<file path="src/rtl/axis_gpio_pkg.sv">
// Shared types and ASCII helpers for the AXIS GPIO bridge.
// TX FSM state, CR/LF bytes, hex digit encode/decode.
package axis_gpio_pkg;

  typedef enum logic [1:0] {
    TX_IDLE,
    TX_PREFIX,
    TX_HEX,
    TX_CRLF
  } tx_state_e;

  typedef struct packed {
    logic       ok;
    logic [3:0] nib;
  } hex_dig_t;

  localparam logic [7:0] ASCII_CR = 8'h0D;
  localparam logic [7:0] ASCII_LF = 8'h0A;

  function automatic logic [7:0] nib_to_ascii(
    input logic [3:0] n
  );
    if (n < 4'd10) return 8'h30 + {4'h0, n};
    return 8'h37 + {4'h0, n};
  endfunction

  function automatic hex_dig_t ascii_to_nib(
    input logic [7:0] c
  );
    hex_dig_t r;
    r = '0;
    unique case (1'b1)
      (c >= 8'h30 && c <= 8'h39): begin
        r.ok  = 1'b1;
        r.nib = 4'(c - 8'h30);
      end
      (c >= 8'h41 && c <= 8'h46): begin
        r.ok  = 1'b1;
        r.nib = 4'(c - 8'h37);
      end
      (c >= 8'h61 && c <= 8'h66): begin
        r.ok  = 1'b1;
        r.nib = 4'(c - 8'h57);
      end
      default: r = '0;
    endcase
    return r;
  endfunction

endpackage

</file>
<file path="src/rtl/gpio_debounce.sv">
// Switch debouncer: 2-FF synchroniser plus a
// whole-vector stability counter.
module gpio_debounce
  import axis_gpio_pkg::*;
#(
  parameter int WIDTH  = 16,
  parameter int CYCLES = 1000
) (
  input  logic             clk,
  input  logic             rst_n,
  input  logic [WIDTH-1:0] din,
  output logic [WIDTH-1:0] dout
);

  localparam int CW = $clog2(CYCLES + 1);
  localparam logic [CW-1:0] CMAX = CW'(CYCLES);

  logic [WIDTH-1:0] s1_q;
  logic [WIDTH-1:0] s2_q;
  logic [WIDTH-1:0] cand_q, cand_d;
  logic [WIDTH-1:0] db_q, db_d;
  logic [CW-1:0]    cnt_q, cnt_d;

  always_ff @(posedge clk) begin
    s1_q <= din;
    s2_q <= s1_q;
  end

  always_comb begin
    cand_d = s2_q;
    cnt_d  = cnt_q;
    db_d   = db_q;
    if (s2_q != cand_q) begin
      cnt_d = CW'(1);
    end else if (cnt_q != CMAX) begin
      cnt_d = cnt_q + 1'b1;
    end
    if (cnt_d == CMAX) db_d = cand_d;
  end

  // Reset adopts the synchronised input so a reset
  // does not fabricate a spurious zero value.
  always_ff @(posedge clk) begin
    if (!rst_n) begin
      cand_q <= s2_q;
      db_q   <= s2_q;
      cnt_q  <= '0;
    end else begin
      cand_q <= cand_d;
      db_q   <= db_d;
      cnt_q  <= cnt_d;
    end
  end

  assign dout = db_q;

endmodule

</file>
<file path="src/rtl/axis_gpio_bridge.sv">
// Bridges debounced switches to an ASCII hex AXIS
// stream, and ASCII hex AXIS frames to the LEDs.
module axis_gpio_bridge
  import axis_gpio_pkg::*;
#(
  parameter int         GPIO_WIDTH      = 16,
  parameter int         DEBOUNCE_CYCLES = 1000,
  parameter int         PREFIX_CHARS    = 2,
  parameter logic [511:0] PREFIX_STRING = 512'("0x"),
  parameter int         INCLUDE_CRLF    = 1,
  parameter int         BYTE_START      = 31
) (
  input  logic                  axis_aclk,
  input  logic                  axis_aresetn,
  input  logic [GPIO_WIDTH-1:0] SW,
  output logic [GPIO_WIDTH-1:0] LED,
  input  logic [7:0]            s00_axis_tdata,
  input  logic                  s00_axis_tvalid,
  input  logic                  s00_axis_tlast,
  output logic                  s00_axis_tready,
  output logic [7:0]            m00_axis_tdata,
  output logic                  m00_axis_tvalid,
  output logic                  m00_axis_tlast,
  input  logic                  m00_axis_tready,
  output logic [11:0]           m00_axis_tuser,
  output logic                  rx_err,
  output logic                  tx_busy
);

  localparam int NIB = GPIO_WIDTH / 4;
  localparam logic [6:0] PRE_LAST = 7'(PREFIX_CHARS - 1);
  localparam logic [6:0] NIB_LAST = 7'(NIB - 1);
  localparam tx_state_e FIRST_ST =
    (PREFIX_CHARS > 0) ? TX_PREFIX : TX_HEX;

  logic [GPIO_WIDTH-1:0] db;

  gpio_debounce #(
    .WIDTH (GPIO_WIDTH),
    .CYCLES(DEBOUNCE_CYCLES)
  ) u_debounce (
    .clk  (axis_aclk),
    .rst_n(axis_aresetn),
    .din  (SW),
    .dout (db)
  );

  tx_state_e             state_q, state_d;
  logic [6:0]            idx_q, idx_d;
  logic [11:0]           tuser_q, tuser_d;
  logic [GPIO_WIDTH-1:0] val_q, val_d;
  logic [GPIO_WIDTH-1:0] rep_q, rep_d;
  logic                  repv_q, repv_d;
  logic                  tx_beat;
  logic [7:0]            tx_data;
  logic                  tx_last;

  assign tx_beat = (state_q != TX_IDLE) && m00_axis_tready;

  always_comb begin
    state_d = state_q;
    idx_d   = idx_q;
    tuser_d = tuser_q;
    val_d   = val_q;
    rep_d   = rep_q;
    repv_d  = repv_q;
    unique case (state_q)
      TX_IDLE: begin
        if (!repv_q || db != rep_q) begin
          val_d   = db;
          rep_d   = db;
          repv_d  = 1'b1;
          state_d = FIRST_ST;
          idx_d   = '0;
        end
      end
      TX_PREFIX: begin
        if (tx_beat) begin
          tuser_d = tuser_q + 12'd1;
          if (idx_q == PRE_LAST) begin
            state_d = TX_HEX;
            idx_d   = '0;
          end else begin
            idx_d = idx_q + 7'd1;
          end
        end
      end
      TX_HEX: begin
        if (tx_beat) begin
          tuser_d = tuser_q + 12'd1;
          if (idx_q == NIB_LAST) begin
            state_d = (INCLUDE_CRLF != 0) ?
                      TX_CRLF : TX_IDLE;
            idx_d   = '0;
          end else begin
            idx_d = idx_q + 7'd1;
          end
        end
      end
      TX_CRLF: begin
        if (tx_beat) begin
          tuser_d = tuser_q + 12'd1;
          if (idx_q[0]) begin
            state_d = TX_IDLE;
            idx_d   = '0;
          end else begin
            idx_d = 7'd1;
          end
        end
      end
      default: state_d = TX_IDLE;
    endcase
    if (state_d == TX_IDLE) tuser_d = '0;
  end

  // Output bytes are decoded from held state, so they
  // cannot move while the sink stalls.
  always_comb begin
    tx_data = '0;
    tx_last = 1'b0;
    unique case (state_q)
      TX_PREFIX: begin
        tx_data = PREFIX_STRING[
          8*(PREFIX_CHARS-1-int'(idx_q)) +: 8];
      end
      TX_HEX: begin
        tx_data = nib_to_ascii(
          val_q[4*(NIB-1-int'(idx_q)) +: 4]);
        tx_last = (idx_q == NIB_LAST) &&
                  (INCLUDE_CRLF == 0);
      end
      TX_CRLF: begin
        tx_data = idx_q[0] ? ASCII_LF : ASCII_CR;
        tx_last = idx_q[0];
      end
      default: ;
    endcase
  end

  logic [11:0]           rx_cnt_q, rx_cnt_d;
  logic [GPIO_WIDTH-1:0] shadow_q, shadow_d;
  logic                  bad_q, bad_d;
  logic                  got_q, got_d;
  logic [GPIO_WIDTH-1:0] led_q, led_d;
  logic                  err_q, err_d;
  logic                  rx_beat;
  logic                  is_dig;
  int                    rel;
  hex_dig_t              dig;

  assign rx_beat = s00_axis_tvalid && axis_aresetn;

  always_comb begin
    rx_cnt_d = rx_cnt_q;
    shadow_d = shadow_q;
    bad_d    = bad_q;
    got_d    = got_q;
    led_d    = led_q;
    err_d    = 1'b0;
    rel      = int'(rx_cnt_q) - BYTE_START;
    is_dig   = (rel >= 0) && (rel < NIB);
    dig      = ascii_to_nib(s00_axis_tdata);
    if (rx_beat) begin
      if (is_dig) begin
        if (dig.ok) begin
          shadow_d[4*(NIB-1-rel) +: 4] = dig.nib;
        end else begin
          bad_d = 1'b1;
        end
        if (rel == NIB - 1) got_d = 1'b1;
      end
      if (s00_axis_tlast) begin
        if (got_d && !bad_d) begin
          led_d = shadow_d;
        end else begin
          err_d = 1'b1;
        end
        rx_cnt_d = '0;
        got_d    = 1'b0;
        bad_d    = 1'b0;
      end else if (rx_cnt_q != 12'hFFF) begin
        rx_cnt_d = rx_cnt_q + 12'd1;
      end
    end
  end

  always_ff @(posedge axis_aclk) begin
    if (!axis_aresetn) begin
      state_q  <= TX_IDLE;
      idx_q    <= '0;
      tuser_q  <= '0;
      val_q    <= '0;
      rep_q    <= '0;
      repv_q   <= 1'b0;
      rx_cnt_q <= '0;
      shadow_q <= '0;
      bad_q    <= 1'b0;
      got_q    <= 1'b0;
      led_q    <= '0;
      err_q    <= 1'b0;
    end else begin
      state_q  <= state_d;
      idx_q    <= idx_d;
      tuser_q  <= tuser_d;
      val_q    <= val_d;
      rep_q    <= rep_d;
      repv_q   <= repv_d;
      rx_cnt_q <= rx_cnt_d;
      shadow_q <= shadow_d;
      bad_q    <= bad_d;
      got_q    <= got_d;
      led_q    <= led_d;
      err_q    <= err_d;
    end
  end

  assign LED             = led_q;
  assign rx_err          = err_q;
  assign tx_busy         = (state_q != TX_IDLE);
  assign s00_axis_tready = axis_aresetn;
  assign m00_axis_tvalid = (state_q != TX_IDLE);
  assign m00_axis_tdata  = tx_data;
  assign m00_axis_tlast  = tx_last;
  assign m00_axis_tuser  = tuser_q;

endmodule

</file>
<file path="config.mk">
export PLATFORM = sky130hd
export DESIGN_NAME = axis_gpio_bridge
export DESIGN_NICKNAME = d
export VERILOG_FILES = /design/src/rtl/axis_gpio_pkg.sv /design/src/rtl/gpio_debounce.sv /design/src/rtl/axis_gpio_bridge.sv
export SDC_FILE = /design/constraint.sdc
export NUM_CORES = 1
export LEC_CHECK = 0
export CELL_PAD_IN_SITES_DETAIL_PLACEMENT = 0
export CELL_PAD_IN_SITES_GLOBAL_PLACEMENT = 1
export CORE_UTILIZATION = 35
export CTS_CLUSTER_SIZE = 40
export DETAILED_ROUTE_END_ITERATION = 16
export PLACE_DENSITY = 0.62
export SETUP_SLACK_MARGIN = 0.2
export SYNTH_ARGS = -nofsm -noshare
export SYNTH_HDL_FRONTEND = slang
export SYNTH_HIERARCHICAL = 1
export SYNTH_SLANG_ARGS = --single-unit
export TNS_END_PERCENT = 5
</file>
<file path="constraint.sdc">
create_clock -name axis_aclk -period 14.9 [get_ports axis_aclk]
set_clock_uncertainty 0.1 [all_clocks]
set_input_delay 2.235 -clock axis_aclk [delete_from_list [all_inputs] [get_ports axis_aclk]]
set_output_delay 2.235 -clock axis_aclk [all_outputs]
set_load 0.005 [all_outputs]
</file>
==> results.py <==
metrics = {
    "status": {
        "status": "completed",
    },
    "clocking": {
        "cts.sinks": 159,
        "path_clk_slew_ps": 70,
        "clockBufferDepth": 2,
        "cts_buffers": 17,
        "cts-root-buf": "clkbuf_16",
        "post_cts_buffers": 0,
        "cts_resized": 0,
        "cts_tree": "built",
        "clk_latency_ps": 410,
        "hold_buffers": 0,
        "htreeDepth": 4,
    },
    "yosys": {
        "synth_area_leader_cell": "dfxtp_1",
        "synth_warnings": 6,
        "synth_top_cell_area_share": 0.386,
        "synth_cells": 812,
        "yosys-top-cells-area": "dfxtp_1 (39%), edfxtp_1 (6.5%), nand2_1 (5.0%), xor2_1 (4.5%), xnor2_1 (4.1%)",
        "ys_ff_latch": 159,
        "avgSynthCellArea_um2": 9.13,
        "synth_edf_count": 16,
        "yosysSeqAreaShare": 0.451,
        "async_flop_share": 0,
        "ys_types": 75,
        "synth_area_um2": 7410,
        "synth_nets": 859,
        "ys.flop_type": "dfxtp_1",
    },
    "power_and_ir_drop": {
        "clockPowerShare": 0.466,
        "power_frac_comb": 0.060,
        "powerDensity_nw_per_um2": 109,
        "switching_share": 0.256,
        "peakVddDrop_mv": 0.0780,
        "power.switching_uw": 247,
        "seq_power_share": 0.474,
        "p_int_uw": 719,
        "cellLeakagePower_uw": 0.00339,
    },
    "cells_and_area": {
        "diodes": 0,
        "fin_nets": 907,
        "area_growth_syn_to_layout_pct": 20.0,
        "layout_commonest_cell": "dfxtp_1",
        "final_cell_mix": "dfxtp_1 (143), nand2_1 (99), nor2_1 (76)",
        "fin_cells": 1143,
        "n_fill_cell": 2009,
        "layout-drive-gt1-share": 0.0733,
    },
    "route": {
        "wire_per_inst_um": 14.6,
        "viasPerCell": 5.09,
        "via_count": 5818,
        "drt_drc_violations_left": 0,
        "wl_um": 16700,
        "ant_nets": 0,
        "firstDrtPassIters": 4,
        "drtIter0Drc": 291,
    },
    "setup_path": {
        "arrival_ps": 3700,
        "cp_common_cell": "clkdlybuf4s50_1",
        "critPathKind": "in -> out",
        "critical_path_peak_fanout": 43,
        "required_ps": 12570,
        "crit_chain": "clkdlybuf4s50_1 > buf_4 > clkdlybuf4s50_1",
        "cp-end-kind": "output port",
        "regToRegSetupSlack_ps": 8860,
        "slowest_stage": "clkdlybuf4s50_1",
        "startpoint_type": "input port",
        "cp_slowest_stage_delay_ps": 590,
    },
    "timing": {
        "max_freq_mhz": 166,
        "finalHoldViolations": 0,
        "relSlewSlack": 0.367,
        "slew_violations": 0,
        "min_period_over_period": 0.405,
        "rsz0062_at_grt": "no",
        "period_minus_slack_ps": 6040,
        "setup_viol_count_final": 0,
        "fin_tns_setup_ps": 0,
        "worst_pin_slew_ps": 947,
    },
    "grt": {
        "overflow": 0,
        "grt_max_degree": 44,
        "grt_pass1_wl_um": 27800,
        "grt_use_total": 0.158,
        "grt_pass1_vias": 5613,
        "antenna_found_initial": 0,
    },
    "placement": {
        "dp.cells": 1111,
        "routabilityCongestion": 0.810,
        "numPortBuffers": 68,
        "hpwlAfterDp_um": 12200,
    },
    "floorplanning": {
        "core_area_um2": 20500,
        "initial_utilization": 0.362,
        "die_w_um": 148,
        "die_height_um": 148,
        "die_area_um2": 21800,
        "ios": 70,
        "row_count": 52,
    },
    "worst_hold_path": {
        "hp-class": "reg -> reg",
    },
    "job": {
        "drv_cap": 0,
    },
}
==> path summary, 6_finish.rpt <==
check	start	endpoint	depth (start not counted)
hold / removal	u_debounce/s1_q[1]$_DFF_P_	u_debounce/cand_d[1]$_DFF_P_	0
setup reg to reg	rx_cnt_q[0]$_SDFFE_PN0P_	shadow_q[12]$_SDFFE_PN0P_	20
setup / recovery	axis_aresetn	s00_axis_tready	3
hold reg to reg	u_debounce/s1_q[1]$_DFF_P_	u_debounce/cand_d[1]$_DFF_P_	0
==> cell usage after synthesis, types with 9 or more instances <==
cell type / n
a211oi_1: 12
xor2_1: 38
nand3_1: 40
edfxtp_1: 16
a21oi_1: 45
nor2_1: 76
inv_1: 20
buf_2: 9
dfxtp_1: 143
nand2_1: 99
o211ai_1: 10
nor3_1: 26
clkbuf_1: 25
xnor2_1: 35
o21ai_0: 25
and3_1: 13
ha_1: 18
nand4_1: 16
mux2i_1: 20
==> worst max-delay path, delay by kind of cell <==
family | cells | cell delay (ps)
buffers and inverters | 3 | 1460
==> layout make-up <==
type	count	area (um^2)	area share
Multi-Input combinational cell	590	3790	0.426
Sequential cell	159	3340	0.376
Timing Repair Buffer	72	711	0.0799
Clock buffer	17	425	0.0478
Tap cell	270	338	0.0380
Clock inverter	15	213	0.0239
Inverter	20	75.1	0.00844
==> metal layers <==
metal / track usage / share of wire / vias to the layer above
li1: - / - / 2948
met1: 0.200 / 0.47 / 2735
met4: 0.0567 / 0.014 / 0
met2: 0.267 / 0.48 / 113
met3: 0.0309 / 0.037 / 22
met5: 0 / 0 / -
==> per-stage QoR <==
stage                     area, um^2  hold slack (ps)  utilization  setup WS (ps)  power (uW)
final                           8900              229        0.434           8860         966
after detailed placement        8260              212        0.403           8850         526
after global placement          8260              211        0.403           8870         525
after CTS                       8900              230        0.434           8810         982
after global routing            8900              234        0.434           8170        1010
after floorplan                 7410              210            -           9860         502
==> flip-flops by register name, summed over array words and instances (netlist names) <==
| signal | count |
|---|---|
| shadow_q | 16 |
| repv_q | 1 |
| rx_cnt_q | 12 |
| LED | 16 |
| u_debounce/s1_q | 16 |
| rep_q | 16 |
| idx_q | 7 |
| u_debounce/cand_d | 16 |
| rx_err | 1 |
| u_debounce/dout | 16 |
| u_debounce/cand_q | 16 |
| u_debounce/cnt_q | 10 |
| state_q | 2 |
| bad_q | 1 |
| m00_axis_tuser | 12 |
| got_q | 1 |
==> power by group through the flow <==
| stage | combinational, uW | sequential (uW) | clock [uW] |
|---|---|---|---|
| 6_report | 57.9 | 458 | 450 |
| 5_1_grt | 64.0 | 460 | 483 |
| 4_1_cts | 58.5 | 458 | 465 |
| 3_5_place_dp | 58.3 | 468 | 0 |
| 3_3_place_gp | 57.0 | 468 | 0 |
| 2_1_floorplan | 38.4 | 463 | 0 |
==> kinds of logic (layout without fill, tap and decap cells) <==
kind of cell	count (synthesis)	in the layout	synth area share
buffers and inverters	63	124	0.0385
adders and majority gates	19	19	0.0317
xor gates and xnor gates	75	75	0.0915
other	1	1	0.000506
and+or+nand+nor	337	337	0.227
muxes	24	24	0.0392
AOI/OAI and AO/OA	134	134	0.121
DFF	159	159	0.451
(Power assumes the default switching activity.)
